===== config.mk =====
export PLATFORM = sky130hd
export DESIGN_NAME = cam_capture
export DESIGN_NICKNAME = d
export VERILOG_FILES = /design/src/rtl/cam_capture.sv
export SDC_FILE = /design/constraint.sdc
export NUM_CORES = 1
export LEC_CHECK = 0
export CORE_ASPECT_RATIO = 1.25
export CORE_MARGIN = 5
export CORE_UTILIZATION = 44
export DETAILED_ROUTE_END_ITERATION = 8
export PLACE_DENSITY_LB_ADDON = 0.12
export SYNTH_ARGS = -nofsm -noshare
export SYNTH_HDL_FRONTEND = slang
export SYNTH_SLANG_ARGS = --single-unit

===== constraint.sdc =====
create_clock -name pclk -period 2.1 [get_ports pclk]
set_clock_uncertainty 0.1 [all_clocks]
set_input_delay 0.42 -clock pclk [delete_from_list [all_inputs] [get_ports pclk]]
set_output_delay 0.42 -clock pclk [all_outputs]
set_load 0.02 [all_outputs]

===== src/rtl/cam_capture.sv =====
// OV7670-style parallel camera capture: aligns to vsync/href, extracts the luma byte
// of each YUV422 pixel and presents it with its column/row coordinates.
module cam_capture #(
  parameter int H_ACTIVE        = 640,
  parameter int V_ACTIVE        = 480,
  parameter int BYTES_PER_PIXEL = 2,
  parameter int Y_FIRST         = 1
) (
  input  logic       pclk,
  input  logic       reset,
  input  logic       href,
  input  logic       vsync,
  input  logic [7:0] cam_data,
  input  logic       config_done,
  output logic [9:0] x_coord,
  output logic [9:0] y_coord,
  output logic [7:0] pixel_data
);

  typedef enum logic [1:0] {
    WAIT_CONFIG = 2'd0,
    WAIT_FRAME  = 2'd1,
    ACTIVE      = 2'd2
  } state_t;

  localparam logic [0:0] LAST_PHASE = 1'(BYTES_PER_PIXEL - 1);
  localparam logic [0:0] LUMA_PHASE = (Y_FIRST != 0) ? 1'b0 : LAST_PHASE;
  localparam logic [9:0] COL_MAX    = 10'(H_ACTIVE - 1);
  localparam logic [9:0] ROW_MAX    = 10'(V_ACTIVE - 1);

  state_t     state_q;
  logic       href_q;
  logic       vsync_q;
  logic [7:0] data_q;
  logic       href_prev_q;
  logic [0:0] phase_q;
  logic [9:0] col_q;
  logic [9:0] row_q;
  logic       col_full_q;
  logic       row_full_q;
  logic       seen_high_q;
  logic [9:0] x_q;
  logic [9:0] y_q;
  logic [7:0] pix_q;

  logic       href_rise_s;
  logic       href_fall_s;
  logic [0:0] cur_phase_s;
  logic       luma_s;
  logic [0:0] phase_d;

  // Byte-phase tracking: the first byte of a line is always phase 0.
  always_comb begin
    href_rise_s = href_q && !href_prev_q;
    href_fall_s = !href_q && href_prev_q;
    if (href_rise_s) begin
      cur_phase_s = 1'b0;
    end else begin
      cur_phase_s = phase_q;
    end
    luma_s = href_q && (cur_phase_s == LUMA_PHASE);
    if (cur_phase_s == LAST_PHASE) begin
      phase_d = 1'b0;
    end else begin
      phase_d = cur_phase_s + 1'b1;
    end
  end

  // Input stage, frame/line FSM, counters and registered pixel outputs.
  always_ff @(posedge pclk) begin
    if (reset) begin
      state_q     <= WAIT_CONFIG;
      href_q      <= 1'b0;
      vsync_q     <= 1'b0;
      data_q      <= 8'd0;
      href_prev_q <= 1'b0;
      phase_q     <= 1'b0;
      col_q       <= 10'd0;
      row_q       <= 10'd0;
      col_full_q  <= 1'b0;
      row_full_q  <= 1'b0;
      seen_high_q <= 1'b0;
      x_q         <= 10'd0;
      y_q         <= 10'd0;
      pix_q       <= 8'd0;
    end else begin
      href_q      <= href;
      vsync_q     <= vsync;
      data_q      <= cam_data;
      href_prev_q <= href_q;
      if (!config_done) begin
        state_q     <= WAIT_CONFIG;
        phase_q     <= 1'b0;
        col_q       <= 10'd0;
        row_q       <= 10'd0;
        col_full_q  <= 1'b0;
        row_full_q  <= 1'b0;
        seen_high_q <= 1'b0;
      end else begin
        case (state_q)
          WAIT_CONFIG: begin
            state_q     <= WAIT_FRAME;
            phase_q     <= 1'b0;
            col_q       <= 10'd0;
            row_q       <= 10'd0;
            col_full_q  <= 1'b0;
            row_full_q  <= 1'b0;
            seen_high_q <= 1'b0;
          end
          WAIT_FRAME: begin
            phase_q    <= 1'b0;
            col_q      <= 10'd0;
            row_q      <= 10'd0;
            col_full_q <= 1'b0;
            row_full_q <= 1'b0;
            // A frame starts only on a vsync fall observed from within this state.
            if (vsync_q) begin
              seen_high_q <= 1'b1;
            end else if (seen_high_q) begin
              seen_high_q <= 1'b0;
              state_q     <= ACTIVE;
            end else begin
              seen_high_q <= 1'b0;
            end
          end
          ACTIVE: begin
            if (vsync_q) begin
              state_q     <= WAIT_FRAME;
              seen_high_q <= 1'b1;
            end else begin
              if (href_q) begin
                phase_q <= phase_d;
              end else begin
                phase_q <= 1'b0;
              end
              if (luma_s && !col_full_q && !row_full_q) begin
                pix_q <= data_q;
                x_q   <= col_q;
                y_q   <= row_q;
                if (col_q == COL_MAX) begin
                  col_full_q <= 1'b1;
                end else begin
                  col_q <= col_q + 10'd1;
                end
              end
              if (href_fall_s) begin
                col_q      <= 10'd0;
                col_full_q <= 1'b0;
                if (row_q == ROW_MAX) begin
                  row_full_q <= 1'b1;
                end else begin
                  row_q <= row_q + 10'd1;
                end
              end
            end
          end
          default: begin
            state_q <= WAIT_CONFIG;
          end
        endcase
      end
    end
  end

  assign x_coord    = x_q;
  assign y_coord    = y_q;
  assign pixel_data = pix_q;

endmodule


* After elaboration in Yosys (flattened, before gate mapping) *
Index checks and enable logic that the tools add are counted.

operators by class
  $add $sub $neg = 3
  multiply operators = 0
  divide/modulo/power cells = 0
  order comparisons = 0
  eq/ne operators = 14
  shift operators = 0
  multiplexer cells = 30
  bitwise logic cells = 3
  reductions and logical operators = 22

operators with widths
  operator               count
  $mux 10                7
  $pmux 10 s2            2
  $add 10x1->10 const B  2
  $reduce_and 4->1       5
  $ne 2x2->1 const B     7
  $mux 1                 13
  $eq 10x10->1 const B   1
  $eq 10x9->1 const B    1
  $ne 3x3->1 const B     3
  $mux 2                 3
  $pmux 1 s2             3
  $pmux 2 s3             1
  $logic_and 1x1->1      5
  $logic_not 1->1        4
  $reduce_and 2->1       2
  $reduce_or 2->1        2
  $not 1->1              3
  $pmux 1 s3             1
  $reduce_and 3->1       1
  $reduce_bool 3->1      1
  $eq 2x1->1 const B     1
  $eq 2x2->1 const B     1
  $logic_not 2->1        1
  $reduce_bool 2->1      1
  $add 1x1->1 const B    1

word-level totals
  register bits after elaboration = 65
  bits in latches = 0
  bits in writable memories = 0
  ROM bits = 0
  logic and storage cells = 86
  memories = 0

* Longest topological paths before layout *
Gate-level depths: netlist of the first run.

  depth in word-level cells = 11
  mapped depth = 9
  depth with buffers taken out = 7

* Worst setup path before layout of the first run *
OpenSTA, ideal clock, no wires.

  path kind = register -> register
  start = register col_q[0]
  end = register col_q[7]
  arrival time = 1634 ps
  data required time = 1930 ps
  setup slack = 296 ps
  cell stages (with the launch flop) = 7
  period minus slack after synthesis = 1804 ps
  cell sequence = dfxtp_1 > ha_1 > and4_1 > nand4_2 > a21oi_2 > or4_1 > a21oi_1

on the way
  word-level cells in the longest chain between the ends = 6
  elaborated cells between the ends (all ways) = 9
  classes of those cells = add/sub: 1; eq/ne: 2; mux: 5; reduce/logical: 1

RTL lines
  what                    RTL line  text
  from (decl)             37        logic [9:0] col_q;
  from (signal assigned)  143       col_q <= col_q + 10'd1;
  $add 10x1->10           143
  $mux 10                 140       if (col_q == COL_MAX) begin
  $mux 10                 136       if (luma_s && !col_full_q && !row_full_q) begin
  $mux 10                 146       if (href_fall_s) begin
  $mux 10                 127       if (vsync_q) begin
  $pmux 10 s2             100       case (state_q)

Several ways; a longest one is shown, not always the timed one. The select of a mux whose other input is x is not followed.
A chain may end at the register's enable or synchronous reset.

* Worst setup path after layout of the first run *
  start = register col_q[1]
  end = register col_q[7]

The elaborated chain is that of the path after synthesis.

==> results.cfg, run 1 <==
[place]
gp_congestion = 0.9235
io_buffers = 40
dp_hpwl_um = 4275
dp_slack_ps = 58.42

[setup_path]
cp-end-kind = flop
worst_setup_path_start_kind = flop
critical_path_required_ps = 2280
cp.arrival_ps = 2100
startpoint = col_q[1]
crit_type = reg -> reg
reg2reg_from = col_q[1]
crit_fanout = 9

[logic_synthesis]
yosys-top-cells-count = 75 x nand2_1, 65 x dfxtp_1, 38 x a21oi_1, 25 x nor2_1, 12 x nor2b_1
synth_nets = 345
ys_types = 48
synth_top_area_cell = dfxtp_1
ys.flop_type = dfxtp_1
syn_inst = 326
ys_warn_count = 0
synth_edf_count = 0
synth_top_area_share = 0.4749
async_flop_share = 0
ys_ff_latch = 65
yosysMostFrequentCell = nand2_1
netlist_area_um2 = 2740
yosysSeqAreaShare = 0.4749
synthTopCellsByArea = dfxtp_1 47%, nand2_1 10%, a21oi_1 6.9%
syn-mean-instance-area_um2 = 8.405

[cells_and_area]
utilization = 0.5762
nets = 397
fillers = 590
area_growth_pct = 28.81
layout-drive-gt1-share = 0.1155
multiInputGateArea_um2 = 1396
antenna_cells = 0
final-seq-area_um2 = 1301

[power]
power_frac_comb = 0.041
sw_frac_of_total = 0.2089
ir_drop_mv = 0.4385
p_sw_uw = 489.2
p_int_mw = 1.853
p_leak_nw = 1.199
pwr-share-seq = 0.534
powerDensity_nw_per_um2 = 663.6
clkPwrFrac = 0.425
power_mw = 2.342

[timing]
whs_ps = 337.3
drv_slew = 0
slew_headroom = 0.7249
finalSetupTns_ps = 0
hold_viol = 0
setup_viol = 0
finalCriticalPeriod_ps = 1925
rsz0062_at_grt = false
worst_pin_slew_ps = 412.2
fin_ws_ps = 175.3
finalCritPeriodShare = 0.9165
max_freq_mhz = 519.5

[grt]
busiest_layer = met2
grt_overflow = 0
antenna_found_initial = 0
use_met2 = 0.2455
globalRouteMet1Util = 0.1931
grt_pass1_wl_um = 9825
track_usage = 0.1601
grt_pass1_vias = 2216
grt_max_degree = 41
groute.layer.met3.usage = 0.04151

[floorplan]
placementRows = 32
core_um2 = 6126
initial_core_util = 0.4473
io-pin-count = 41
fp.dieH_um = 98.23
die-area_um2 = 7916
die_w_um = 80.59

[drt]
detail-route-antenna-nets = 0
drt_drc_violations_left = 0
drtPass1Iterations = 4
via_count = 2400
avgViaCountPerCell = 5.150
totalWireLength_um = 5878
post_drt_wl_per_cell_um = 12.61
drt_iter0_drc = 126

[clock_tree]
post_cts_buffers = 0
root_buffer = clkbuf_8
clock_latency_ps = 340
cts_buffers = 9
cts.sinks = 65
clkTransAtPathRegs_ps = 60
cts_tree = done
h-tree-depth = 3
cts_buffer_depth = 2

[job]
cap_violations = 0

[min_path]
worstHoldStart = data_q[5]
holdCritPathClass = reg -> reg

[outcome]
status = finished, final reports clean
[final timing paths]
| path | endpoint | slack (ps) | cells after the start |
|---|---|---|---|
| hold / removal | pixel_data[5] | 340 | 2 |
| setup / recovery | col_q[7] | 180 | 6 |
| setup reg to reg | col_q[7] | 180 | 6 |
| hold reg to reg | pixel_data[5] | 340 | 2 |
[layer usage]
metal / wire, µm / share of wire
met3: 266 / 0.045
met2: 2685 / 0.46
met4: 206 / 0.035
met5: 0 / 0
met1: 2720 / 0.46
[layout make-up]
type                            count  share of cell area
Multi-Input combinational cell    240              0.3956
Sequential cell                    65              0.3687
Timing Repair Buffer               56              0.1475
Clock buffer                       10             0.03899
Tap cell                           85             0.03013
Clock inverter                      4             0.01276
Inverter                            6            0.006381
[per-stage QoR]
| stage | cells | cell area [µm²] |
|---|---|---|
| global route | 466 | 3530 |
| floorplan | 326 | 2740 |
| global placement | 452 | 3296 |
| CTS | 466 | 3478 |
| detailed placement | 452 | 3296 |
| finish | 466 | 3530 |
[worst max-delay path: stages (launching register included)]
cell,delay [ps]
dfxtp_1,360
ha_1,230
and4_1,270
nand4_4,190
a21oi_4,100
or4_1,480
a21oi_1,140
[repair_timing]
item                       4_1_cts  5_1_grt
setup endpoints to repair        0        6
hold buffers                     0        0
resized for setup                0        6
[placed cells by master (no fill, tap or decap), types with 2 or more instances in the layout]
| cell | synthesis | final |
|---|---|---|
| a211oi_1 | 2 | 2 |
| a21oi_1 | 38 | 38 |
| a31oi_1 | 3 | 3 |
| a41oi_1 | 2 | 2 |
| and3_1 | 7 | 7 |
| and4_1 | 3 | 3 |
| buf_4 | 3 | 16 |
| clkbuf_8 | 0 | 10 |
| clkdlybuf4s50_1 | 0 | 40 |
| clkinv_2 | 0 | 3 |
| dfxtp_1 | 65 | 65 |
| ha_1 | 6 | 5 |
| inv_1 | 6 | 6 |
| mux2_2 | 2 | 2 |
| nand2_1 | 75 | 75 |
| nand2b_1 | 3 | 3 |
| nand3_1 | 10 | 10 |
| nand4_1 | 5 | 5 |
| nor2_1 | 25 | 25 |
| nor2b_1 | 12 | 12 |
| o2111ai_1 | 2 | 2 |
| o211ai_1 | 4 | 4 |
| o21ai_0 | 8 | 8 |
| o31ai_1 | 2 | 2 |
| or3_1 | 3 | 3 |
| xnor2_1 | 4 | 4 |
| xor2_1 | 3 | 3 |
[sequential cells by signal, indices dropped and copies added, names as in the netlist]
| name | cells |
|---|---|
| col_q | 10 |
| row_q | 10 |
| x_coord | 10 |
| y_coord | 10 |
| data_q | 8 |
| pixel_data | 8 |
| state_q | 2 |
| col_full_q | 1 |
| href_prev_q | 1 |
| href_q | 1 |
| phase_q | 1 |
| row_full_q | 1 |
| seen_high_q | 1 |
| vsync_q | 1 |
[cell families (layout without fill, tap and decap cells)]
| group | after synthesis | after routing | share of synthesized area |
|---|---|---|---|
| compound gates | 72 | 72 | 0.1630 |
| xor+xnor | 7 | 7 | 0.02237 |
| fa+ha+maj | 6 | 6 | 0.02740 |
| buf+inv | 21 | 76 | 0.03424 |
| flops | 65 | 65 | 0.4749 |
| mux | 2 | 2 | 0.008219 |
| simple gates | 153 | 153 | 0.2699 |
[power by group through the flow]
stage	Clock [mW]	Sequential, mW	Combinational (mW)
6_report	0.995	1.25	0.0957
5_1_grt	1.09	1.25	0.105
4_1_cts	1.03	1.25	0.0934
3_5_place_dp	0	1.28	0.0930
3_3_place_gp	0	1.28	0.0920
2_1_floorplan	0	1.28	0.0520
(Power assumes the default switching activity.)
==> run 2, diff against run 1 <==
--- a/config.mk
+++ b/config.mk
@@ -6,7 +6,6 @@
 export NUM_CORES = 1
 export LEC_CHECK = 0
 export CORE_ASPECT_RATIO = 1.25
-export CORE_MARGIN = 5
 export CORE_UTILIZATION = 44
 export DETAILED_ROUTE_END_ITERATION = 8
 export PLACE_DENSITY_LB_ADDON = 0.12
==> run 2 against run 1 <==
Compared with the run above: cell area up 0.28%; flip-flop and latch count is the same; clock power up 33%; setup slack worse by 39 ps; final cell count decreased by 1.1%; maximum frequency shrank 2.0%; count of clock-buffer cells in the layout unchanged; critical endpoint unchanged; highest routed layer unchanged.
==> results.cfg, run 2 (synthesis results as in run 1) <==
[place]
io_buffers = 40
gp_congestion = 0.8650
dp_hpwl_um = 3983

[power]
ir_drop_mv = 0.5296
p_sw_uw = 548.4
p_int_mw = 2.113
sw_frac_of_total = 0.2061
power_frac_comb = 0.034
clkPwrFrac = 0.496
pwr-share-seq = 0.470
powerDensity_nw_per_um2 = 751.9
power_mw = 2.661
p_leak_nw = 1.200

[clock_tree]
cts_tree = done
h-tree-depth = 3
cts.sinks = 65
clkTransAtPathRegs_ps = 80
clock_latency_ps = 350
root_buffer = clkbuf_8
hold_buffers = 0
cts_buffer_depth = 2
cts_buffers = 9

[setup_path]
cp-end-kind = flop
cp.arrival_ps = 2140
critical_path_required_ps = 2280
worst_setup_path_start_kind = flop
crit_fanout = 9
crit_type = reg -> reg

[drt]
post_drt_wl_per_cell_um = 12.56
drt_drc_violations_left = 0
totalWireLength_um = 5788
drtPass1Iterations = 5
detail-route-antenna-nets = 0
drt_iter0_drc = 129
avgViaCountPerCell = 5.130
via_count = 2365

[cells_and_area]
layout_common_cells = 75 x nand2_1, 65 x dfxtp_1, 40 x clkdlybuf4s50_1, 38 x a21oi_1, 25 x nor2_1
layout-drive-gt1-share = 0.1108
antenna_cells = 0
area_growth_pct = 29.18
fillers = 567
nets = 393
layout_commonest_cell = nand2_1

[timing]
rsz0062_at_grt = false
finalCriticalPeriod_ps = 1964
setup_viol = 0
finalSetupTns_ps = 0
drv_slew = 0
finalCritPeriodShare = 0.9351
slew_headroom = 0.7190
worst_pin_slew_ps = 421.3
hold_viol = 0
max_freq_mhz = 509.2

[grt]
grt_pass1_vias = 2281
grt_max_degree = 40
grt_overflow = 0
track_usage = 0.1984
antenna_found_initial = 0
grt_pass1_wl_um = 10030

[floorplan]
io-pin-count = 41
die_w_um = 72.59
die-area_um2 = 6549
fp.dieH_um = 90.23
placementRows = 31
initial_core_util = 0.4648
core_um2 = 5896

[outcome]
status = finished, final reports clean

[min_path]
holdCritPathClass = reg -> reg

[job]
cap_violations = 0
run 2: cell types whose count changed in the layout (fill, tap and decap cells not counted), sizes merged:
cell	change
clkinv	-3
bufinv	+2
inv	+1
clkinvlp	+2
buf	-4
run 2: layout make-up:
type                       instances  area, µm²  area share
multi-input combinational        240       1359      0.3839
sequential                        65       1301      0.3676
timing repair buffer              52      503.0      0.1421
clock buffer                      10      137.6     0.03888
clock inverter                     6      113.9     0.03217
tap                               82      102.6     0.02899
inverter                           6      22.52    0.006363
run 2: critical path, stage by stage, from the launching register on:
cell     delay (ps)
dfxtp_1         360
ha_1            250
and4_1          270
nand4_4         180
a21oi_2         110
or4_1           480
a21oi_1         150
run 2: worst paths after layout:
kind             start             to  slack (ps)  depth (start not counted)
max           col_q[0]       col_q[7]         140                          6
min reg2reg  data_q[3]  pixel_data[3]         330                          2
min          data_q[3]  pixel_data[3]         330                          2
max reg2reg   col_q[0]       col_q[7]         140                          6
run 2: timing repair:
item | CTS | global route
setup buffers | 0 | 0
setup endpoints to repair | 0 | 3
gates resized for setup | 0 | 3
run 2: per-stage QoR:
| stage | std cells | utilization | setup WS [ps] | hold slack (ps) | cell area, µm² |
|---|---|---|---|---|---|
| 3_5_place_dp | 445 | 0.5554 | 92.71 | 331.2 | 3274 |
| 5_1_grt | 461 | 0.6004 | 15.20 | 354.2 | 3540 |
| 3_3_place_gp | 445 | 0.5554 | 130.3 | 319.3 | 3274 |
| 2_1_floorplan | 326 | - | 296.1 | 317.4 | 2740 |
| 4_1_cts | 461 | 0.5980 | 80.12 | 334.2 | 3526 |
| 6_report | 461 | 0.6004 | 136.2 | 331.1 | 3540 |
run 2: metal layers:
| metal | vias to the layer above | wire length [µm] | GRT usage |
|---|---|---|---|
| met5 | - | 0 | 0 |
| met2 | 62 | 2786 | 0.3255 |
| met1 | 1073 | 2625 | 0.2319 |
| li1 | 1217 | - | - |
| met4 | 0 | 143 | 0.09641 |
| met3 | 13 | 232 | 0.05830 |
run 2: power by group through the flow:
stage / Clock (mW) / Combinational (mW) / Sequential (mW)
finish: 1.32 / 0.0911 / 1.25
global route: 1.39 / 0.102 / 1.25
CTS: 1.35 / 0.0926 / 1.25
detailed placement: 0 / 0.0923 / 1.28
global placement: 0 / 0.0911 / 1.28
floorplan: 0 / 0.0520 / 1.28
==> run 3, diff against run 2 <==
--- a/config.mk
+++ b/config.mk
@@ -6,6 +6,7 @@
 export NUM_CORES = 1
 export LEC_CHECK = 0
 export CORE_ASPECT_RATIO = 1.25
+export CORE_MARGIN = 1
 export CORE_UTILIZATION = 44
 export DETAILED_ROUTE_END_ITERATION = 8
 export PLACE_DENSITY_LB_ADDON = 0.12
==> results of run 3 <==
Same layout as run 2: the final DEF is identical, and so are final timing and power.
